===== src/rtl/program_loader.sv =====
// program_loader: operator-driven writer for the instruction memory.
// Each 32-bit program word is entered as two 16-bit halves from the board
// switches (low half first), each confirmed by a debounced key press. While
// loading, the processor is held so the PC and register file stay frozen.
//
// Write-port handshake: Mem_Write is a one-cycle strobe with no back-pressure.
// Mem_Address and Mem_Write_Data are meaningful only in the cycle Mem_Write=1
// and hold their last values otherwise. The memory must accept the write in
// that cycle.
module program_loader #(
  parameter int ADDR_WIDTH      = 8,
  parameter int DEBOUNCE_CYCLES = 500000
) (
  input  logic                  clock,
  input  logic                  reset,
  input  logic [17:0]           Switches,
  input  logic                  Load_Key,
  input  logic                  Load_Enable,
  output logic [ADDR_WIDTH-1:0] Mem_Address,
  output logic [31:0]           Mem_Write_Data,
  output logic                  Mem_Write,
  output logic                  Processor_Hold,
  output logic [ADDR_WIDTH:0]   Word_Count,
  output logic                  Load_Done,
  output logic [2:0]            state_dbg
);

  localparam int CW = (DEBOUNCE_CYCLES < 2) ? 1 : $clog2(DEBOUNCE_CYCLES);
  localparam logic [CW-1:0]         DEB_LAST  = CW'(DEBOUNCE_CYCLES - 1);
  localparam logic [ADDR_WIDTH-1:0] ADDR_LAST = '1;

  typedef enum logic [2:0] {
    IDLE  = 3'd0,
    LOW   = 3'd1,
    HIGH  = 3'd2,
    WRITE = 3'd3,
    DONE  = 3'd4
  } state_t;

  state_t                state;
  logic                  key_s1;
  logic                  key_s2;
  logic                  deb_level;
  logic [CW-1:0]         deb_cnt;
  logic                  press;
  logic [ADDR_WIDTH-1:0] addr;
  logic [15:0]           low_half;

  // Switch bit 17 has no function on this board.
  logic unused_sw17;
  assign unused_sw17 = Switches[17];

  assign state_dbg = state;

  // Key path: two-flop synchronizer, then a counter that only accepts a new
  // level after DEBOUNCE_CYCLES consecutive cycles of it. A 0->1 acceptance
  // produces a one-cycle press pulse; releases produce nothing.
  always_ff @(posedge clock or posedge reset) begin
    if (reset) begin
      key_s1    <= 1'b0;
      key_s2    <= 1'b0;
      deb_level <= 1'b0;
      deb_cnt   <= '0;
      press     <= 1'b0;
    end else begin
      key_s1 <= Load_Key;
      key_s2 <= key_s1;
      press  <= 1'b0;
      if (key_s2 == deb_level) begin
        deb_cnt <= '0;
      end else if (deb_cnt == DEB_LAST) begin
        deb_level <= key_s2;
        deb_cnt   <= '0;
        press     <= key_s2;
      end else begin
        deb_cnt <= deb_cnt + 1'b1;
      end
    end
  end

  // Loader FSM with registered outputs; the write strobe is raised on entry
  // to WRITE so it lines up with that single-cycle state.
  always_ff @(posedge clock or posedge reset) begin
    if (reset) begin
      state          <= IDLE;
      addr           <= '0;
      low_half       <= '0;
      Mem_Address    <= '0;
      Mem_Write_Data <= '0;
      Mem_Write      <= 1'b0;
      Processor_Hold <= 1'b0;
      Word_Count     <= '0;
      Load_Done      <= 1'b0;
    end else begin
      Mem_Write <= 1'b0;
      case (state)
        IDLE: begin
          if (Load_Enable) begin
            state          <= LOW;
            addr           <= '0;
            Word_Count     <= '0;
            Load_Done      <= 1'b0;
            Processor_Hold <= 1'b1;
          end
        end
        LOW: begin
          if (!Load_Enable) begin
            state          <= DONE;
            Load_Done      <= 1'b1;
            Processor_Hold <= 1'b0;
          end else if (press) begin
            if (Switches[16]) begin
              // End-of-program marker: nothing is written.
              state          <= DONE;
              Load_Done      <= 1'b1;
              Processor_Hold <= 1'b0;
            end else begin
              low_half <= Switches[15:0];
              state    <= HIGH;
            end
          end
        end
        HIGH: begin
          if (!Load_Enable) begin
            // Abort drops the half-entered word.
            state          <= DONE;
            Load_Done      <= 1'b1;
            Processor_Hold <= 1'b0;
          end else if (press) begin
            Mem_Write      <= 1'b1;
            Mem_Address    <= addr;
            Mem_Write_Data <= {Switches[15:0], low_half};
            state          <= WRITE;
          end
        end
        WRITE: begin
          Word_Count <= Word_Count + 1'b1;
          if (addr == ADDR_LAST || !Load_Enable) begin
            // Memory full (address never wraps) or abort after the write.
            if (addr != ADDR_LAST) begin
              addr <= addr + 1'b1;
            end
            state          <= DONE;
            Load_Done      <= 1'b1;
            Processor_Hold <= 1'b0;
          end else begin
            addr  <= addr + 1'b1;
            state <= LOW;
          end
        end
        DONE: begin
          if (!Load_Enable) begin
            state <= IDLE;
          end
        end
        default: begin
          state          <= IDLE;
          Processor_Hold <= 1'b0;
        end
      endcase
    end
  end

endmodule


===== config.mk =====
export PLATFORM = sky130hd
export DESIGN_NAME = program_loader
export DESIGN_NICKNAME = d
export VERILOG_FILES = /design/src/rtl/program_loader.sv
export SDC_FILE = /design/constraint.sdc
export NUM_CORES = 1
export LEC_CHECK = 0
export BUFFER_PORTS_ARGS = -buffer_cell sky130_fd_sc_hd__buf_4
export CAP_MARGIN = 20
export CORE_MARGIN = 5
export CORE_UTILIZATION = 50
export CTS_BUF_LIST = sky130_fd_sc_hd__clkbuf_8
export CTS_CLUSTER_DIAMETER = 50
export DETAILED_ROUTE_END_ITERATION = 10
export PLACE_DENSITY = 0.78
export SLEW_MARGIN = 10
export SYNTH_ARGS = -nofsm -noshare
export SYNTH_HDL_FRONTEND = slang
export SYNTH_SLANG_ARGS = --single-unit

===== constraint.sdc =====
create_clock -name clock -period 3.8 [get_ports clock]
set_input_delay 0.19 -clock clock [delete_from_list [all_inputs] [get_ports clock]]
set_output_delay 0.19 -clock clock [all_outputs]
set_load 0.005 [all_outputs]

== Yosys cells after proc, flatten, opt, wreduce, memory -nomap -nowiden ==
Index checks and enable logic that the tools add are counted.
Word-level totals
  flip-flop bits (word level): 102
  bits of input ports: 22
  word-level logic and storage cells: 85
  output and inout port bits: 55
Cells by class
  reduce and logical (&&, ||, !) cells: 13
  bitwise operators: 3
  $add $sub $neg: 3
  eq/ne operators: 16
  mux-type cells: 36
Operator list (number)
  $mux 19: 2
  $mux 3: 8
  $mux 8: 3
  $add 19x1->19 const B: 1
  $eq 19x19->1 const B: 1
  $pmux 9 s2: 1
  $mux 1: 17
  $pmux 8 s2: 1
  $pmux 3 s5: 1
  $ne 3x3->1 const B: 4
  $reduce_and 6->1: 2
  $add 9x1->9 const B: 1
  $mux 9: 1
  $add 8x1->8 const B: 1
  $eq 8x8->1 const B: 1
  $ne 2x2->1 const B: 4
  $ne 8x8->1 const B: 1
  $reduce_and 4->1: 2
  $eq 3x2->1 const B: 2
  $reduce_and 3->1: 2
  $pmux 1 s5: 1
  $pmux 1 s4: 1
  $reduce_and 2->1: 2
  $reduce_bool 4->1: 1
  other kinds (8): 10

== Longest topological paths before layout ==
  word-level depth: 4
  mapped depth: 6
  mapped depth without buffers: 5

== Least setup slack after synthesis ==
OpenSTA, ideal clock, no wires.
  path kind: register to register
  start: register deb_cnt[0]
  end: register deb_level
  setup slack: 1883 ps
  arrival time: 1792 ps
  cell stages (with the launch flop): 5
  buffers on the path: 0
  library setup time: 125 ps
  clock period less this slack: 1917 ps
  data required time: 3675 ps
  cells stage by stage: dfrtp_1 -> ha_1 -> nand4_1 -> or4_4 -> mux2_4
On the way
  longest elaborated chain between the ends: 2
Ends and longest elaborated chain
  from (decl): line 44  | logic [CW-1:0] deb_cnt;
  from (signal assigned): line 76  | deb_cnt <= deb_cnt + 1'b1;
  $eq 19x19->1: line 71  | end else if (deb_cnt == DEB_LAST) begin
  $reduce_and 2->1 (no source line)
  to (signal assigned): line 72  | deb_level <= key_s2;
  to (decl): line 43  | logic deb_level;
No other way between the ends.
A chain may end at the register's enable or synchronous reset.

== Worst setup path in the final report ==
  start: register deb_cnt[0]
  end: register deb_cnt[10]
On the way
  longest elaborated chain between the ends: 3
  elaborated cells between the ends (all ways): 4
  those cells by class: add/sub (1); eq/ne (1); mux (2)
Ends and longest elaborated chain
  $add 19x1->19 or $eq 19x19->1 (tied branches): line 76, 71
  $mux 19 *: line 71
  $mux 19 *: line 69  | if (key_s2 == deb_level) begin
Every way passes the cells marked *; elsewhere a longest branch is shown, timed or not.

==> summary.txt <==
DP Cell Count = 531
Net Count, Synth = 380
CTS HTree Levels = 3
Hold Crit Start = Switches[3]
Required @ worst endpoint = 4010 ps
CP Capture Type = register
Num CTS Buffers = 9
Slew Limit Fails = 0
Die X = 104 um
R2R Setup Slk = 1490 ps
Power per cell area = 366 mW/mm^2
Max Fclk = 432 MHz
WHS Endpoint = Mem_Write_Data[19]
Die area = 0.0107 mm^2
Register bit total from synthesis = 102
Clk sink count = 102
Top FF cell, synth = dfrtp_1
Yosys warns = 0
Number of max-cap violations = 0
CTS Hold Bufs = 2
GRT overflow = 0
Final setup viols = 0
Placer Congestion = 0.846
Post-synthesis sequential area ratio = 0.582
DRC = 0
Type of origin of the critical path = register
Avg WL per Cell = 15.4 um
Top routing layer in use = met4
Worst-path maximum fanout = 17
Area after DPL = 0.00507 mm^2
Core area = 0.00864 mm^2
Root Buffer = clkbuf_8
Top post-synthesis cells by area = dfrtp_1 58%, mux2_2 15%, xnor2_1 2.8%, nor2_1 2.5%, nand3_1 1.8%
Most common cell after layout, fill and taps aside = dfrtp_1
Clk pin slew, worst setup/hold paths = 110 ps
Hold Violations, Final = 0
N_diodes = 0
Net count, final = 461
Final ANT Viol Nets = 0
Initial Util = 0.508
Initial antenna violation count = 0
Pleak = 2.62 nW
Reg2Reg Capture Point = deb_cnt[10]
Vias in the first global route = 2999
Hold crit path type = in -> reg
First-pass GRT wire length = 14.9 mm
Hold Crit Depth = 2
DR pass1 iterations = 4
Avg Inst Size Synth = 12.4 um^2
Share of layout cells above drive strength 1 = 0.370
I/O Buffers = 75
Mapped Cells = 355
I/O pin count = 77
Layout Cell Area excl Fill = 0.00529 mm^2
CTS tree = yes
Die Height = 104 um
Most frequent cells in the layout = 102 x dfrtp_1, 78 x buf_4, 57 x mux2_2, 29 x nor2_1, 18 x nand2_1
WL final = 8.44 mm
Row Count = 34
Initial drt markers = 135
Total Routing Usage GR = 0.165
Routed wl met3 = 344 um
Vias per cell = 5.40
Synth Cell Area = 0.00439 mm^2
RSZ-0062 raised after global routing = false
Max VDD drop = 0.000260 V
Met2 WL = 4.31 mm
Post-CTS Setup Bufs = 0
PostCTS Resize Cnt = 0
Clock Latency Late Sink = 370 ps
Status = completed
HPWL after DPL = 6.02 mm
Slew of the pin with the lowest slew margin = 916 ps
Clock skew = 15.6 ps
Period utilisation layout = 0.609
WS Path Type = reg -> reg
Final Non-Filler Cells = 549
WHS = 51.1 ps
Unique cell type count in the Yosys netlist = 50
Critical path arrival = 2530 ps
Worst R2R Path Depth = 4
Via count = 2966
RR Startpoint = deb_cnt[0]
Area share of the largest cell type after synthesis = 0.582
Min Tclk post-route = 2310 ps
Max_slew headroom = 0.387
Clk buf depth = 2
M1 WL = 3.65 mm
Largest net degree at the start of global routing = 58
Area Growth Syn to Fin = 20.6%
Number of flops mapped to enable cells by yosys = 0
Largest area contributor in the netlist = dfrtp_1
Async S/R FF share, synth = 1.00
Sum Neg Setup Slack = 0 ps
synthesized netlist by cell type, types with 2 or more instances:
cell / instances
a21oi_1: 11
o21a_1: 2
and2_1: 2
ha_1: 3
nor2_1: 29
o21ai_0: 14
nor4_1: 4
xor2_1: 4
nor3_1: 7
nand3_1: 16
a22o_1: 2
dfrtp_1: 102
or3_1: 4
xnor2_1: 14
o31ai_1: 3
nand4_1: 8
inv_1: 10
a21boi_0: 2
nor2b_1: 3
buf_2: 4
nand2_1: 18
mux2_2: 57
o211ai_1: 3
buf_1: 4
mux2i_1: 4
where the power goes:
| group | leakage (nW) | switching (mW) | internal, mW |
|---|---|---|---|
| Combinational | 1.10 | 0.0671 | 0.0598 |
| Clock | 0.102 | 0.405 | 0.274 |
| Sequential | 1.41 | 0.0271 | 1.10 |
layout make-up:
cell class | instances | area (um^2)
multi-input combinational | 233 | 1750
timing repair buffer | 80 | 606
fill | 673 | 3350
sequential | 102 | 2550
inverter | 10 | 40.0
clock inverter | 6 | 62.6
tap | 108 | 135
clock buffer | 10 | 138
state kept, by name, indices dropped and copies added, names as in the netlist:
register	cells
Mem_Write_Data	32
deb_cnt	19
low_half	16
Word_Count	9
Mem_Address	8
addr	8
state_dbg	3
Load_Done	1
Mem_Write	1
Processor_Hold	1
deb_level	1
key_s1	1
key_s2	1
press	1
per-stage QoR:
stage	setup WS, ps	power [mW]	utilization
after floorplan	935	1.21	-
after global placement	1540	1.28	0.587
after detailed placement	1470	1.28	0.587
after CTS	1470	1.96	0.612
after global routing	1240	2.02	0.612
final	1490	1.94	0.612
worst max path at each step:
stage / to / start / slack [ps] / cells past startpoint
2_1_floorplan: Load_Done / reset / 930 / 1
3_3_place_gp: deb_cnt[5] / deb_cnt[0] / 1540 / 4
3_5_place_dp: deb_cnt[10] / deb_cnt[0] / 1470 / 4
4_1_cts: deb_cnt[13] / deb_cnt[0] / 1470 / 4
5_1_grt: deb_cnt[11] / deb_cnt[0] / 1240 / 4
6_report: deb_cnt[10] / deb_cnt[0] / 1490 / 4
critical path, cell delays in order, from the launching register on:
cell	delay, ps
dfrtp_1	420
ha_1	240
nand4_1	410
o41ai_4	960
nor2_1	130
metal layers:
| metal | GRT usage | up-vias |
|---|---|---|
| met5 | 0 | - |
| met3 | 0.0299 | 11 |
| met2 | 0.275 | 67 |
| li1 | - | 1433 |
| met1 | 0.214 | 1455 |
| met4 | 0.0648 | 0 |
kinds of logic (layout without fill, tap and decap cells):
family                     count (synthesis)  after routing  synth area share
DFF                                      102            102             0.582
xor gates and xnor gates                  18             18            0.0359
AOI/OAI and AO/OA                         43             43            0.0656
adders and majority gates                  3              3           0.00856
and+or+nand+nor                          107            107             0.130
buffers and inverters                     20            106            0.0191
muxes                                     62             62             0.159
(Power assumes the default switching activity.)
